==> src/rtl/spartan_bus_arb_pkg.sv <==
`default_nettype none
// ============================================================================
// Module      : spartan_bus_arb_pkg
// Description : Shared arbiter state encodings and spartan bus flag levels.
// Revision    : 1.0 - initial release
// ============================================================================
package spartan_bus_arb_pkg;

    typedef enum logic [0:0] {
        SPARTAN_ARB_IDLE = 1'b0,
        SPARTAN_ARB_BUSY = 1'b1
    } arb_state_t;

    // Level of the LAST flag that closes a packet on the spartan bus
    localparam logic c_BUS_LAST_ASSERTED = 1'b1;

endpackage : spartan_bus_arb_pkg
`default_nettype wire

==> src/rtl/spartan_bus_arb_pick.sv <==
`default_nettype none
// ============================================================================
// Module      : spartan_arb_pick
// Description : Combinational rotating-priority picker; first set req bit at
//               or above start, wrapping NUM_PORTS-1 -> 0.
// Revision    : 1.0 - initial release
// ============================================================================
module spartan_arb_pick #(
    parameter int NUM_PORTS = 4,
    parameter int ID_WIDTH  = 2
) (
    input  logic [NUM_PORTS-1:0] req,
    input  logic [ID_WIDTH-1:0]  start,
    output logic                 any,
    output logic [ID_WIDTH-1:0]  idx
);

    localparam int                c_SW = ID_WIDTH + 1;
    localparam logic [c_SW-1:0]   c_NP = c_SW'(NUM_PORTS);

    logic [ID_WIDTH-1:0]    w_start;
    logic [2*NUM_PORTS-1:0] w_dbl;
    logic [c_SW-1:0]        w_sum;

    // Out-of-range start values are unreachable; fold them to 0 for safety
    assign w_start = ({1'b0, start} < c_NP) ? start : '0;

    always_comb begin
        w_dbl = {req, req} >> w_start;
        any   = 1'b0;
        idx   = '0;
        w_sum = '0;
        // Descending scan so the smallest rotated offset wins
        for (int k = NUM_PORTS - 1; k >= 0; k--) begin
            if (w_dbl[k]) begin
                w_sum = {1'b0, w_start} + c_SW'(k);
                if (w_sum >= c_NP) begin
                    w_sum = w_sum - c_NP;
                end
                idx = w_sum[ID_WIDTH-1:0];
                any = 1'b1;
            end
        end
    end

endmodule : spartan_arb_pick
`default_nettype wire

==> src/rtl/spartan_bus_arb.sv <==
`default_nettype none
// ============================================================================
// Module      : spartan_bus_arb
// Description : Round-robin, packet-locked arbiter sharing one spartan bus
//               sink between NUM_PORTS requesters via a registered stage.
// Revision    : 1.0 - initial release
// ============================================================================
module spartan_bus_arb
    import spartan_bus_arb_pkg::*;
#(
    parameter int NUM_PORTS  = 4,
    parameter int ID_WIDTH   = 2,
    parameter int DATA_WIDTH = 32
) (
    input  logic                            CLK,
    input  logic                            RST_N,
    input  logic [NUM_PORTS*DATA_WIDTH-1:0] DIN,
    input  logic [NUM_PORTS-1:0]            DIN_LAST,
    input  logic [NUM_PORTS-1:0]            DIN_VAL,
    output logic [NUM_PORTS-1:0]            DIN_RDY,
    output logic [DATA_WIDTH-1:0]           DOUT,
    output logic                            DOUT_LAST,
    output logic [ID_WIDTH-1:0]             DOUT_ID,
    output logic                            DOUT_VAL,
    input  logic                            DOUT_RDY
);

    localparam logic [ID_WIDTH-1:0] c_LAST_PORT = ID_WIDTH'(NUM_PORTS - 1);

    arb_state_t             r_state;
    logic [ID_WIDTH-1:0]    r_grant;
    logic [ID_WIDTH-1:0]    r_rr_ptr;
    logic [DATA_WIDTH-1:0]  r_dout;
    logic                   r_dout_last;
    logic [ID_WIDTH-1:0]    r_dout_id;
    logic                   r_dout_val;

    logic                   w_pick_any;
    logic [ID_WIDTH-1:0]    w_pick_idx;
    logic                   w_slot_free;
    logic                   w_sel_val;
    logic                   w_sel_last;
    logic [DATA_WIDTH-1:0]  w_sel_data;
    logic [NUM_PORTS-1:0]   w_din_rdy;
    logic                   w_accept;

    spartan_arb_pick #(
        .NUM_PORTS (NUM_PORTS),
        .ID_WIDTH  (ID_WIDTH)
    ) u_pick (
        .req   (DIN_VAL),
        .start (r_rr_ptr),
        .any   (w_pick_any),
        .idx   (w_pick_idx)
    );

    // Output register can take a beat when empty or draining this cycle
    assign w_slot_free = !r_dout_val || DOUT_RDY;

    always_comb begin
        w_sel_val  = 1'b0;
        w_sel_last = 1'b0;
        w_sel_data = '0;
        w_din_rdy  = '0;
        for (int p = 0; p < NUM_PORTS; p++) begin
            if (r_grant == ID_WIDTH'(p)) begin
                w_sel_val    = DIN_VAL[p];
                w_sel_last   = DIN_LAST[p];
                w_sel_data   = DIN[p*DATA_WIDTH +: DATA_WIDTH];
                w_din_rdy[p] = (r_state == SPARTAN_ARB_BUSY) && w_slot_free;
            end
        end
    end

    assign w_accept = (r_state == SPARTAN_ARB_BUSY) && w_sel_val && w_slot_free;

    always_ff @(posedge CLK or negedge RST_N) begin
        if (!RST_N) begin
            r_state     <= SPARTAN_ARB_IDLE;
            r_grant     <= '0;
            r_rr_ptr    <= '0;
            r_dout      <= '0;
            r_dout_last <= 1'b0;
            r_dout_id   <= '0;
            r_dout_val  <= 1'b0;
        end else begin
            case (r_state)
                SPARTAN_ARB_IDLE: begin
                    if (w_pick_any) begin
                        r_grant <= w_pick_idx;
                        r_state <= SPARTAN_ARB_BUSY;
                    end
                end
                SPARTAN_ARB_BUSY: begin
                    if (w_accept && (w_sel_last == c_BUS_LAST_ASSERTED)) begin
                        r_state  <= SPARTAN_ARB_IDLE;
                        r_rr_ptr <= (r_grant == c_LAST_PORT) ? '0 : r_grant + 1'b1;
                    end
                end
                default: r_state <= SPARTAN_ARB_IDLE;
            endcase

            if (w_accept) begin
                r_dout      <= w_sel_data;
                r_dout_last <= w_sel_last;
                r_dout_id   <= r_grant;
                r_dout_val  <= 1'b1;
            end else if (DOUT_RDY) begin
                r_dout_val  <= 1'b0;
            end
        end
    end

    assign DIN_RDY   = w_din_rdy;
    assign DOUT      = r_dout;
    assign DOUT_LAST = r_dout_last;
    assign DOUT_ID   = r_dout_id;
    assign DOUT_VAL  = r_dout_val;

endmodule : spartan_bus_arb
`default_nettype wire

==> config.mk <==
export PLATFORM = sky130hd
export DESIGN_NAME = spartan_bus_arb
export DESIGN_NICKNAME = d
export VERILOG_FILES = /design/src/rtl/spartan_bus_arb_pkg.sv /design/src/rtl/spartan_bus_arb_pick.sv /design/src/rtl/spartan_bus_arb.sv
export SDC_FILE = /design/constraint.sdc
export NUM_CORES = 1
export LEC_CHECK = 0
export BUFFER_PORTS_ARGS = -buffer_cell sky130_fd_sc_hd__buf_4
export CAP_MARGIN = 20
export CORE_MARGIN = 3
export CORE_UTILIZATION = 35
export CTS_CLUSTER_SIZE = 24
export DETAILED_ROUTE_END_ITERATION = 10
export PLACE_DENSITY = 0.67
export SYNTH_ARGS = -nofsm -noshare
export SYNTH_HDL_FRONTEND = slang
export SYNTH_SLANG_ARGS = --single-unit
==> constraint.sdc <==
create_clock -name CLK -period 5.35 [get_ports CLK]
set_input_delay 0.535 -clock CLK [delete_from_list [all_inputs] [get_ports CLK]]
set_output_delay 0.535 -clock CLK [all_outputs]
set_load 0.1 [all_outputs]
==> run_results.csv <==
group,metric,value,unit
clock_tree,cts_setup_buffers,0,
power_and_ir_drop,vdd_drop_max,607,uV
cells_and_area,finish.instance_area,4520,um^2
synthesis,yosysSeqAreaShare,0.337,
clock_tree,cts-root-buf,"clkbuf_8",
placement,placed_cell_area,4370,um^2
route,drt-wirelength-per-cell,15.1,um
synthesis,syn_area,3040,um^2
synthesis,synth_edf_count,0,
critical_path,timing.rr.start,"r_grant[1]$_DFFE_PN0P_",
clock_tree,h-tree-depth,2,
sta,period_needed,3.16,ns
sta,slew_headroom,0.521,
floorplan,die_height,99.2,um
synthesis,yosys-top-cells-area,"dfrtp_1, mux2_4, a21oi_1",
clock_tree,clock_path_buffers,2,
critical_path,r2r_end,"DOUT[4]$_DFFE_PN0P_",
sta,fin_skew,0.00926,ns
cells_and_area,drive_gt1_frac,0.456,
synthesis,yosys.area_share.simple,0.0798,
critical_path,critPathKind,"register to register",
floorplan,initial_utilization,0.365,
route,drtIter0Drc,125,
clock_tree,cts-hold-fix-buffers,0,
sta,finalHoldViolations,0,
sta,finalSetupTns,0,ns
global_routing,grt_max_degree,70,
global_routing,grt_usage,0.174,
route,avgViaCountPerCell,5.06,
floorplan,std_cell_rows,33,
synthesis,synth_cell_types,33,
route,wl,9.22,mm
route,ant_nets,0,
global_routing,first_global_vias,3067,
floorplan,die_area,9840,um^2
placement,port_buffers,178,
power_and_ir_drop,switchingPower,2.03,mW
critical_path,r2r_cells,8,
critical_path,cp-end-kind,"register",
synthesis,yosys.area_share.adder,0.0165,
floorplan,core_area,8340,um^2
sta,setup_viol,0,
clock_tree,cts_tree,"built",
synthesis,synthFlopType,"dfrtp_1",
synthesis,muxShareOfSynthArea,0.167,
placement,routabilityCongestion,0.829,
synthesis,ys_seq_elements,41,
cells_and_area,area_growth,48.6,%
route,vias,3098,
sta,hold-worst-slack,0.220,ns
flow_run,maxCapViolCount,0,
global_routing,grt_overflow,0,
cells_and_area,antenna_cells,0,
clock_tree,clk_latency,0.29,ns
route,drc,0,
synthesis,async_reset_ff_frac,1.00,
critical_path,critPathMaxFanout,35,
route,drt_first_pass_iters,4,
critical_path,critical_path_arrival,3.33,ns
synthesis,yosysWarnings,0,
critical_path,crit_required,5.52,ns
clock_tree,clk_pin_slew,0.08,ns
floorplan,num_io_pins,179,
synthesis,synth-xor-area-share,0,
synthesis,syn_nets,491,
global_routing,grt_antenna_before_repair,0,
cells_and_area,nFillCells,807,
synthesis,yosysTopAreaCell,"dfrtp_1",
sta,rsz0062_at_grt,"false",
power_and_ir_drop,power_density,811,nW/um^2
synthesis,synthCells,348,
critical_path,startpoint,"r_grant[1]$_DFFE_PN0P_",
placement,hpwl,6.90,mm
critical_path,critPathCapture,"DOUT[4]$_DFFE_PN0P_",
power_and_ir_drop,seqPwrFrac,0.157,
global_routing,grt_first_pass_wirelength,14.1,mm
critical_path,reg2reg_setup_slack,2.19,ns
power_and_ir_drop,p_comb_frac,0.774,
synthesis,synth_top_family_by_area,"compound AO/OA/AOI/OAI gates",
synthesis,synth_compound_area_frac,0.288,
power_and_ir_drop,p_clk_frac,0.069,
status,run_status,"complete, no violations",
cells_and_area,fin_nets,649,
floorplan,die_w,99.2,um
synthesis,avgSynthCellArea,8.74,um^2
power_and_ir_drop,leakagePower,2.36,nW
critical_path,start_kind,"register",
synthesis,synth.top_cell.area_share,0.337,
sta,worst_pin_slew,0.712,ns
hold_path,worstHoldPathType,"input port to asynchronous set/reset pin",
clock_tree,ctsResizeCount,0,
power_and_ir_drop,finalPower,3.66,mW
sta,fmax,316,MHz
power_and_ir_drop,p_int,1.63,mW
clock_tree,clkSinkCount,41,
sta,maxSlewViolCount,0,
power_and_ir_drop,swShare,0.554,
clock_tree,cts_made_buffers,5,
sta,min_period_over_period,0.591,
==> cell families (layout without fill, tap and decap cells) <==
| kind of cell | count (synthesis) | in the layout |
|---|---|---|
| buf+inv | 70 | 229 |
| simple gates | 53 | 53 |
| fa+ha+maj | 4 | 4 |
| mux | 36 | 36 |
| flops | 41 | 41 |
| compound gates | 144 | 144 |
==> per-layer routing <==
| metal | vias up | global-route usage | share of wire |
|---|---|---|---|
| met5 | - | 0 | 0 |
| met4 | 0 | 0.0515 | 0.013 |
| met3 | 12 | 0.0407 | 0.082 |
| met2 | 128 | 0.304 | 0.49 |
| met1 | 1425 | 0.212 | 0.42 |
| li1 | 1533 | - | - |
==> cells in the final DEF (no fill, tap or decap), drive strengths merged, types with 2 or more instances in the layout <==
cell and n:
a21oi 67, a22o 32, and2 3, and3 4, buf 183, clkbuf 7
dfrtp 41, ha 4, inv 38, mux2 35, nand2 34, nor2 2
nor2b 3, nor4 2, o211ai 2, o21ai 36, o41ai 2
==> Yosys cell counts (3+ instances only) <==
cell type  instances
ha_1               4
a21oi_1           67
mux2_2             7
a22o_1            32
buf_12             3
buf_2             10
o21ai_0           36
dfrtp_1           41
mux2_4            28
buf_1              3
and2_1             3
nor2b_1            3
inv_1             38
nand2_1           34
clkbuf_1          14
and3_1             4
==> power by group through the flow <==
| stage | sequential [mW] | clock [mW] | combinational (mW) |
|---|---|---|---|
| 6_report | 0.575 | 0.252 | 2.83 |
| 5_1_grt | 0.597 | 0.273 | 3.00 |
| 4_1_cts | 0.576 | 0.261 | 2.83 |
| 3_5_place_dp | 0.576 | 0 | 2.82 |
| 3_3_place_gp | 0.581 | 0 | 2.75 |
| 2_1_floorplan | 1.51 | 0 | 1.39 |
==> flip-flops by register name (all words and copies together) (netlist names) <==
signal,cells
DOUT,32
DOUT_VAL,1
r_state,1
r_grant,2
DOUT_ID,2
DOUT_LAST,1
r_rr_ptr,2
==> metrics by stage <==
stage	setup WS, ns	utilization	cells
2_1_floorplan	2.87	-	348
3_3_place_gp	1.87	0.521	602
3_5_place_dp	1.97	0.524	603
4_1_cts	1.96	0.538	611
5_1_grt	1.93	0.542	612
6_report	2.19	0.542	612
==> worst max-delay path, stage by stage, from the launching register on <==
cell      delay [ns]
dfrtp_1         0.43
inv_1           0.10
ha_2            0.60
buf_16          0.25
a21oi_1         0.09
a221oi_2        0.32
o211a_2         0.63
buf_16          0.25
mux2_2          0.34
==> area by class of cell <==
class / count / area, um^2 / area share
flip-flops and latches: 41 / 1030 / 0.227
clock buffers: 7 / 86.3 / 0.0191
repair buffers: 183 / 1410 / 0.313
clock inverters: 1 / 30.0 / 0.00665
well taps: 105 / 131 / 0.0291
inverters: 38 / 143 / 0.0316
multi-input cells: 237 / 1690 / 0.373
==> how the worst min path moves through the flow <==
stage | start | endpoint | slack [ns] | depth (start not counted)
CTS | RST_N | DOUT[3]$_DFFE_PN0P_ | 0.24 | 1
finish | RST_N | DOUT[3]$_DFFE_PN0P_ | 0.22 | 1
global placement | DOUT[0]$_DFFE_PN0P_ | DOUT[0]$_DFFE_PN0P_ | 0.49 | 1
global route | RST_N | DOUT[3]$_DFFE_PN0P_ | 0.26 | 1
detailed placement | DOUT[25]$_DFFE_PN0P_ | DOUT[25]$_DFFE_PN0P_ | 0.50 | 1
floorplan | RST_N | DOUT[0]$_DFFE_PN0P_ | 0.24 | 0
No activity file was read; power rests on OpenSTA's default activity.
